File: config.mk
export PLATFORM = sky130hd
export DESIGN_NAME = coil_emulator
export DESIGN_NICKNAME = d
export VERILOG_FILES = /design/src/rtl/coil_emulator_pkg.sv /design/src/rtl/coil_channel.sv /design/src/rtl/coil_emulator.sv
export SDC_FILE = /design/constraint.sdc
export NUM_CORES = 1
export LEC_CHECK = 0
export CORE_MARGIN = 2
export CORE_UTILIZATION = 40
export DETAILED_ROUTE_END_ITERATION = 12
export GPL_TIMING_DRIVEN = 0
export HOLD_SLACK_MARGIN = 0.03
export PLACE_DENSITY = 0.65
export SLEW_MARGIN = 10
export SYNTH_ARGS = -nofsm -noshare
export SYNTH_HDL_FRONTEND = slang
export SYNTH_HIERARCHICAL = 1
export SYNTH_SLANG_ARGS = --single-unit
File: constraint.sdc
create_clock -name clock -period 4.2 [get_ports clock]
set_input_delay 0.84 -clock clock [delete_from_list [all_inputs] [get_ports clock]]
set_output_delay 0.84 -clock clock [all_outputs]
set_load 0.02 [all_outputs]
File: src/rtl/coil_emulator_pkg.sv
// Shared types and helpers for the coil emulator: bridge-state enum, saturating
// ramp/decay arithmetic and parameter legality check.
package coil_emulator_pkg;

  typedef enum logic [2:0] {
    BR_COAST,
    BR_POS,
    BR_NEG,
    BR_BRAKE,
    BR_SHOOT
  } bridge_t;

  // Signed step that clamps at +/-limit; crossing zero is deliberately allowed.
  function automatic int satStep(input int value, input int step, input int limit);
    int sum;
    sum = value + step;
    if (sum > limit) return limit;
    if (sum < -limit) return -limit;
    return sum;
  endfunction

  function automatic int decayToward(input int value, input int step);
    if (value > step) return value - step;
    if (value < -step) return value + step;
    return 0;
  endfunction

  function automatic bit paramsLegal(input int currentW, input int dutyW, input int imax);
    return (dutyW <= currentW - 1) && (imax > 0) && (imax < (1 << (currentW - 1)));
  endfunction

endpackage

File: src/rtl/coil_channel.sv
// One emulated coil: bridge decode, current integrator with sticky shoot-through
// fault, PWM duty counter, registered comparator and optional peak tracker.
module coil_channel
  import coil_emulator_pkg::*;
#(
  parameter int CURRENT_W  = 13,
  parameter int DUTY_W     = 12,
  parameter int RISE_STEP  = 4,
  parameter int DECAY_STEP = 1,
  parameter int IMAX       = 4000
) (
  input  logic                   clock,
  input  logic                   resetn,
  input  logic                   i_low_1,
  input  logic                   i_high_1,
  input  logic                   i_low_2,
  input  logic                   i_high_2,
  input  logic                   i_polarity_invert,
  input  logic                   i_pwm_ref,
  input  logic                   i_fault_clear,
  input  logic                   i_wrap,
  output logic [CURRENT_W-1:0]   o_current,
  output logic [DUTY_W-1:0]      o_target,
  output logic                   o_cmp_out,
  output logic                   o_fault,
  output logic [CURRENT_W-2:0]   o_peak
);

  localparam logic [DUTY_W-1:0] DUTY_MAX = '1;

  bridge_t                w_bridge;
  int                     w_curInt;
  int                     w_nextInt;
  logic [CURRENT_W-2:0]   w_abs;
  logic [DUTY_W-1:0]      w_highNext;

  logic [CURRENT_W-1:0]   r_current;
  logic                   r_fault;
  logic [DUTY_W-1:0]      r_high;
  logic [DUTY_W-1:0]      r_target;
  logic                   r_cmp;

  // Shoot-through is checked first; with it excluded, POS/NEG need only their two gates.
  always_comb begin
    w_bridge = BR_COAST;
    if ((i_high_1 & i_low_1) | (i_high_2 & i_low_2))
      w_bridge = BR_SHOOT;
    else if (i_high_1 & i_low_2 & ~i_low_1 & ~i_high_2)
      w_bridge = i_polarity_invert ? BR_NEG : BR_POS;
    else if (i_high_2 & i_low_1 & ~i_high_1 & ~i_low_2)
      w_bridge = i_polarity_invert ? BR_POS : BR_NEG;
    else if (i_low_1 & i_low_2)
      w_bridge = BR_BRAKE;
  end

  assign w_curInt = int'($signed(r_current));

  always_comb begin
    w_nextInt = w_curInt;
    case (w_bridge)
      BR_POS:   w_nextInt = satStep(w_curInt, RISE_STEP, IMAX);
      BR_NEG:   w_nextInt = satStep(w_curInt, -RISE_STEP, IMAX);
      BR_BRAKE: w_nextInt = decayToward(w_curInt, DECAY_STEP);
      BR_COAST: w_nextInt = decayToward(w_curInt, 2 * DECAY_STEP);
      default:  w_nextInt = 0;
    endcase
  end

  always_ff @(posedge clock) begin
    if (!resetn) begin
      r_current <= '0;
      r_fault   <= 1'b0;
    end else if (w_bridge == BR_SHOOT) begin
      r_current <= '0;
      r_fault   <= 1'b1;
    end else if (r_fault) begin
      r_current <= '0;
      if (i_fault_clear) r_fault <= 1'b0;
    end else begin
      r_current <= CURRENT_W'(w_nextInt);
    end
  end

  assign w_highNext = (i_pwm_ref && (r_high != DUTY_MAX)) ? r_high + DUTY_W'(1) : r_high;

  // The wrap-cycle sample belongs to the closing window, so target takes w_highNext.
  always_ff @(posedge clock) begin
    if (!resetn) begin
      r_high   <= '0;
      r_target <= '0;
    end else if (i_wrap) begin
      r_target <= w_highNext;
      r_high   <= DUTY_W'(i_pwm_ref);
    end else begin
      r_high   <= w_highNext;
    end
  end

  assign w_abs = (CURRENT_W-1)'(r_current[CURRENT_W-1] ? (~r_current + 1'b1) : r_current);

  always_ff @(posedge clock) begin
    if (!resetn) r_cmp <= 1'b1;
    else         r_cmp <= (w_abs >= (CURRENT_W-1)'(r_target));
  end

`ifdef COIL_EMULATOR_PEAK_TRACK_EN
  logic [CURRENT_W-2:0] r_runMax;
  logic [CURRENT_W-2:0] r_peak;
  logic [CURRENT_W-2:0] w_max;

  assign w_max = (w_abs > r_runMax) ? w_abs : r_runMax;

  always_ff @(posedge clock) begin
    if (!resetn) begin
      r_runMax <= '0;
      r_peak   <= '0;
    end else if (i_wrap) begin
      r_peak   <= w_max;
      r_runMax <= w_abs;
    end else begin
      r_runMax <= w_max;
    end
  end

  assign o_peak = r_peak;
`else
  assign o_peak = '0;
`endif

  assign o_current = r_current;
  assign o_target  = r_target;
  assign o_cmp_out = r_cmp;
  assign o_fault   = r_fault;

endmodule

File: src/rtl/coil_emulator.sv
// N-channel H-bridge coil emulator with shared duty-meter window counter.
// Optional peak tracking is enabled by defining COIL_EMULATOR_PEAK_TRACK_EN.
module coil_emulator
  import coil_emulator_pkg::*;
#(
  parameter int CHANNELS   = 2,
  parameter int CURRENT_W  = 13,
  parameter int DUTY_W     = 12,
  parameter int RISE_STEP  = 4,
  parameter int DECAY_STEP = 1,
  parameter int IMAX       = 4000
) (
  input  logic                              clock,
  input  logic                              resetn,
  input  logic [CHANNELS-1:0]               i_low_1,
  input  logic [CHANNELS-1:0]               i_high_1,
  input  logic [CHANNELS-1:0]               i_low_2,
  input  logic [CHANNELS-1:0]               i_high_2,
  input  logic [CHANNELS-1:0]               i_polarity_invert,
  input  logic [CHANNELS-1:0]               i_pwm_ref,
  input  logic                              i_fault_clear,
  output logic [CHANNELS*CURRENT_W-1:0]     o_current,
  output logic [CHANNELS*DUTY_W-1:0]        o_target,
  output logic [CHANNELS-1:0]               o_cmp_out,
  output logic [CHANNELS-1:0]               o_fault,
  output logic [CHANNELS*(CURRENT_W-1)-1:0] o_peak
);

  if (!paramsLegal(CURRENT_W, DUTY_W, IMAX)) begin : gBadParams
    $error("coil_emulator: need DUTY_W <= CURRENT_W-1 and 0 < IMAX < 2**(CURRENT_W-1)");
  end

  logic [DUTY_W-1:0] r_window;
  logic              w_wrap;

  assign w_wrap = &r_window;

  always_ff @(posedge clock) begin
    if (!resetn) r_window <= '0;
    else         r_window <= r_window + 1'b1;
  end

  for (genvar i = 0; i < CHANNELS; i++) begin : gChannel
    coil_channel #(
      .CURRENT_W  (CURRENT_W),
      .DUTY_W     (DUTY_W),
      .RISE_STEP  (RISE_STEP),
      .DECAY_STEP (DECAY_STEP),
      .IMAX       (IMAX)
    ) uChannel (
      .clock             (clock),
      .resetn            (resetn),
      .i_low_1           (i_low_1[i]),
      .i_high_1          (i_high_1[i]),
      .i_low_2           (i_low_2[i]),
      .i_high_2          (i_high_2[i]),
      .i_polarity_invert (i_polarity_invert[i]),
      .i_pwm_ref         (i_pwm_ref[i]),
      .i_fault_clear     (i_fault_clear),
      .i_wrap            (w_wrap),
      .o_current         (o_current[i*CURRENT_W +: CURRENT_W]),
      .o_target          (o_target[i*DUTY_W +: DUTY_W]),
      .o_cmp_out         (o_cmp_out[i]),
      .o_fault           (o_fault[i]),
      .o_peak            (o_peak[i*(CURRENT_W-1) +: (CURRENT_W-1)])
    );
  end

endmodule

======== Word-level counts from Yosys, hierarchy flattened ========
Index checks and enable logic that the tools add are counted.
Widths: inputs -> output; s select.
operators by class
  add/subtract/negate cells ............... 17
  order comparisons ....................... 18
  eq/ne operators ......................... 10
  mux-type cells .......................... 97
  bitwise operators ....................... 31
  reduce and logical (&&, ||, !) cells .... 8
operators by type and width
  operator               count
  $mux 13                28
  $pmux 13 s4            2
  $mux 12                8
  $add 12x1->12 const B  5
  $gt 14x13->1 const B   4
  $lt 14x13->1 const B   4
  $mux 1                 47
  $add 13x3->14 const B  2
  $add 13x4->14 const B  2
  $add 13x2->13 const B  2
  $add 13x3->13 const B  2
  $gt 13x2->1 const B    2
  $gt 13x3->1 const B    2
  $lt 13x1->1 const B    2
  $lt 13x2->1 const B    2
  $sub 13x2->13 const B  2
  $sub 13x3->13 const B  2
  $ge 12x12->1           2
  $ne 12x12->1 const B   2
  $not 12->12            2
  $and 1x1->1            18
  $mux 3                 6
  $eq 3x2->1 const B     4
  $mux 2                 6
  other kinds (9)        23
word-level totals
  register bits after elaboration ......... 90
  input port bits ......................... 15
  output and inout bits ................... 78

======== Depth between registers and ports, before layout ========
  word-level depth ........................ 13
  depth in mapped cells ................... 15
  depth with buffers taken out ............ 12

======== By module ========
The synthesis kept the hierarchy.
by module, submodules not included
  module         instances  cells each  area each (um^2)  sequential area each (um^2)
  coil_channel   2          572         4246.6            780.7
  coil_emulator  1          57          525.5             240.2

======== Worst setup path after synthesis ========
OpenSTA, ideal clock, no wires.
  path type ............................... flip-flop to flip-flop
  start ................................... register gChannel[0].uChannel.r_current[3]
  end ..................................... register gChannel[0].uChannel.r_current[4]
  library setup time ...................... 0.120 ns
  arrival ................................. 2.940 ns
  required time ........................... 4.080 ns
  slack ................................... 1.140 ns
  cell stages (with the launch flop) ...... 14
  period minus slack after synthesis ...... 3.060 ns
  cells stage by stage .................... dfxtp_1 -> clkbuf_1 -> clkbuf_1 -> inv_1 -> ha_1 -> buf_2 -> or4b_1 -> buf_2 -> nor3_4 -> xnor2_2 -> a21oi_2 -> a32oi_2 -> nor2_1 -> o31a_1
on the way
  longest elaborated chain between the ends .. 8
  elaborated cells between the ends (all ways) .. 49
RTL lines
  element                                         line                     RTL
  start, declared                                 coil_channel.sv:37       logic [CURRENT_W-1:0] r_current;
  start signal, assigned                          coil_channel.sv:80       r_current <= CURRENT_W'(w_nextInt);
  $add 13x3->14 or $add 13x4->14 (tied branches)  coil_emulator_pkg.sv:16  sum = value + step;
  $lt 14x13->1                                    coil_emulator_pkg.sv:18  if (sum < -limit) return -limit;
  $mux 1 (2 in a row)                             coil_emulator_pkg.sv:18
  $mux 1                                          coil_channel.sv:60       case (w_bridge)
  $mux 13                                         coil_emulator_pkg.sv:19  return sum;
  $mux 13                                         coil_emulator_pkg.sv:18
  $pmux 13 s4 (*)                                 coil_channel.sv:60
Every way passes the cells marked *; elsewhere a longest branch is shown, timed or not. The select of a mux whose other input is x is not followed.
A chain may end at the register's enable or synchronous reset.

======== Worst setup path after layout ========
  start ................................... register gChannel[1].uChannel.r_current[3]
  end ..................................... register gChannel[1].uChannel.r_current[12]
on the way
  longest elaborated chain between the ends .. 8
  elaborated cells between the ends (all ways) .. 49
RTL lines
  element                                         line
  start, declared                                 coil_channel.sv:37
  start signal, assigned                          coil_channel.sv:80
  $add 13x3->14 or $add 13x4->14 (tied branches)  coil_emulator_pkg.sv:16
  $lt 14x13->1                                    coil_emulator_pkg.sv:18
  $mux 1 (2 in a row)                             coil_emulator_pkg.sv:18
  $mux 1                                          coil_channel.sv:60
  $mux 13                                         coil_emulator_pkg.sv:19
  $mux 13                                         coil_emulator_pkg.sv:18
  $pmux 13 s4 (*)                                 coil_channel.sv:60
Marked as above.

==> impl_results.md <==
- Met1 wire length: 14300 µm
- Setup TNS: 0 ns
- First-pass iteration count of the detailed router: 7
- Total GRT Usage: 27.0%
- I/O pin cnt: 93
- Starting DRT DRC Count: 1371
- Routed Antenna Nets: 0
- Crit-path cells: clkbuf_1 > clkbuf_1 > inv_1 > ha_1 > buf_2 > or4b_1 > buf_2 > nor3_4 > nand2_1 > a2111oi_0 > o21ai_0 > a21oi_1
- Post-synth top cells: nand2_1 (116), dfxtp_1 (90), o21ai_0 (85), nor2_1 (76), xnor2_1 (66)
- Lkg Pwr: 3.81 nW
- CP Launch Type: register
- Grt ovf: 0
- Worst Hold Launch: r_window[0]
- Fin crit share: 92.0%
- Die ar.: 0.0238 mm²
- Status: completed
- CP Launch Point: gChannel[1].uChannel/o_current[3]
- Port Buf Inserts: 68
- Worst hold slack: 0.482 ns
- RR Endpoint: gChannel[1].uChannel/o_current[12]
- Layout cells sized above 1: 8.81%
- Worst reg-to-reg setup slack: 0.34 ns
- Post-synth top area cell: dfxtp_1
- Post-synthesis xor/xnor area fraction: 8.42%
- Req. time, crit path: 4.46 ns
- Post-DP HPWL: 24500 µm
- Pin count of the biggest net entering global routing: 21
- Largest cells by area after synthesis: dfxtp_1 (20%), ha_1 (6.5%), xnor2_1 (6.4%)
- Mux share of post-synthesis cell area: 1.17%
- Main combinational cell family by area after synthesis: compound AO/OA/AOI/OAI gates
- Slew Viols, Final: 0
- Count of cell types in the netlist: 85
- Wire length on met2: 13600 µm
- Avg Cell Area, Syn: 7.51 µm²
- Hold WC Path Type: register to register
- Core box area: 0.0220 mm²
- Pwr per Cell Area: 441 mW/mm²
- FP Rows: 54
- Simple-gate area share of the yosys netlist: 25.6%
- Worst skew pair latency: 0.36 ns
- Worst rel slew slack: 12.2%
- Final count of hold timing violations: 0
- Yosys top cell area share: 20.0%
- Final nets: 1364
- TritonCTS buffer count: 9
- Starting Density: 41.1%
- CP endpoint kind: register
- Clock slew at reported path FFs: 0.08 ns
- # clock sinks: 90
- Critical path's slowest cell: a2111oi_0
- DR vias: 10114
- R2r worst-path depth: 12
- Synth Area in Compound Gates: 29.7%
- Ys Warns: 6
- DRT Wirelength: 32700 µm
- Worst Hold Depth: 1
- Slew @ Worst Pin: 1.30 ns
- Via density per instance: 6.38
- Max cap viols: 0
- Arr. time, crit path: 4.12 ns
- First-pass GRT wire length: 51500 µm
- Gpl congestion: 1.02
- Asr flop ratio synth: 0%
- Count leader, synth: nand2_1
- Initial antenna violation count: 0
- Synth Cell Area: 0.00902 mm²
- Final Skew: 0.0185 ns
- Register area: 0.00180 mm²
- H-tree levels: 3
- Met3 WL: 3860 µm
- Clk buf depth: 2
- Post-synth EDFFs: 0
- Register area share after synthesis: 20.0%
- Flops & latches, synth: 90
- Hold_buf cts: 0
- CTS tree: done
- Post-Synth Adder-Cell Area: 6.52%
- Synthesized instance count: 1201
- ANT cells: 0
- Maximum VDD drop: 0.000208 V
- Worst r2r src: gChannel[1].uChannel/o_current[3]
- Area taken by multi-input logic gates: 0.00653 mm²
- RSZ-0062 raised after global routing: false
- Highest Clock Rate: 259 MHz
- Critical path peak fanout: 10
- Endpoints failing setup: 0
- Hold Path Sink: r_window[0]
- Die Y: 154 µm
- CTS Root Cell: clkbuf_16
- # resized after CTS: 0
- Vias in the first global route: 9377
- Fillers: 2162
- Crit path largest cell delay: 0.64 ns
- Prevailing post-synth register cell: dfxtp_1
- Chip width: 154 µm
- CP top delay family: buffers and inverters
- Syn-to-layout area delta: 15.7%
- Highest metal used: met4
- Avg WL per Cell: 20.6 µm
- CP Buf/Inv Count: 5
- Final min period: 3.86 ns
- Crit Path Class: register to register
- Post-CTS setup buffers: 0
- Drc violations: 0
[sequential cells by signal (all words and copies together) (netlist names)]
| signal | flops |
|---|---|
| gChannel.uChannel/o_cmp_out | 2 |
| gChannel.uChannel/o_current | 26 |
| gChannel.uChannel/o_fault | 2 |
| gChannel.uChannel/o_target | 24 |
| gChannel.uChannel/r_high | 24 |
| r_window | 12 |
[worst max path at each step]
stage                                                     to  slack (ns)  depth (start not counted)
final                     gChannel[1].uChannel/o_current[12]        0.34                         12
after global routing      gChannel[1].uChannel/o_current[12]        0.20                         12
after CTS                 gChannel[1].uChannel/o_current[12]        0.52                         12
after detailed placement  gChannel[1].uChannel/o_current[12]        0.57                         12
after global placement     gChannel[1].uChannel/o_current[5]        0.47                          6
after floorplan            gChannel[0].uChannel/o_current[4]        1.14                         13
[layer usage]
| layer | up-vias | track usage (%) |
|---|---|---|
| met4 | 0 | 10.3 |
| met1 | 4652 | 37.6 |
| met2 | 689 | 40.0 |
| met5 | - | 0 |
| met3 | 84 | 6.57 |
| li1 | 4689 | - |
[area by class of cell]
type	instances	area share (%)
inverter	48	1.73
clock inverter	6	0.708
tap	280	3.36
clock buffer	9	2.16
multi-input combinational	973	62.6
sequential	90	17.3
buffer	112	5.61
timing repair buffer	68	6.53
[where the power goes]
part,switching (W),internal [W],leakage (nW)
Combinational,0.00176,0.00101,2.93
Clock,0.000415,0.000469,0.147
Sequential,0.0000483,0.000892,0.728
Total,0.00223,0.00237,3.81
[through the flow]
stage | instances | setup slack, ns | util (%) | cell area, µm² | power [W]
floorplan | 1223 | 1.14 | - | 9100 | 0.00289
global placement | 1571 | 0.470 | 46.1 | 10100 | 0.00360
detailed placement | 1571 | 0.569 | 46.1 | 10100 | 0.00360
CTS | 1586 | 0.516 | 47.5 | 10400 | 0.00450
global route | 1586 | 0.197 | 47.5 | 10400 | 0.00484
finish | 1586 | 0.338 | 47.5 | 10400 | 0.00460
[cells by family after synthesis]
logic type | Yosys count
AND/OR/NAND/NOR | 425
AO/OA/AOI/OAI | 382
buffers and inverters | 160
flip-flops | 90
XOR/XNOR | 85
adder cells (fa/ha/maj) | 47
multiplexers | 10
other | 2
[cells in the final DEF, fill, tap and decap left out, types with 11 or more instances in the layout]
cell             Yosys  final
buf_2               24     24
clkdlybuf4s50_1      0     68
a41oi_1             14     14
nor2_1              76     76
conb_1               2     24
o22ai_1             12     12
a21o_1              24     24
nor3_1              32     32
xnor2_1             66     66
inv_1               42     42
o21ai_0             85     85
o221ai_1            12     12
nand2_1            116    116
clkbuf_1            48     48
a31oi_1             36     36
o31ai_1             16     16
nand4_1             28     28
dfxtp_1             90     90
ha_1                47     47
a22oi_1             12     12
a21oi_1             55     55
buf_4               28     28
nand3_1             46     46
or3_1               11     11
xor2_1              17     17
(Power assumes the default switching activity.)
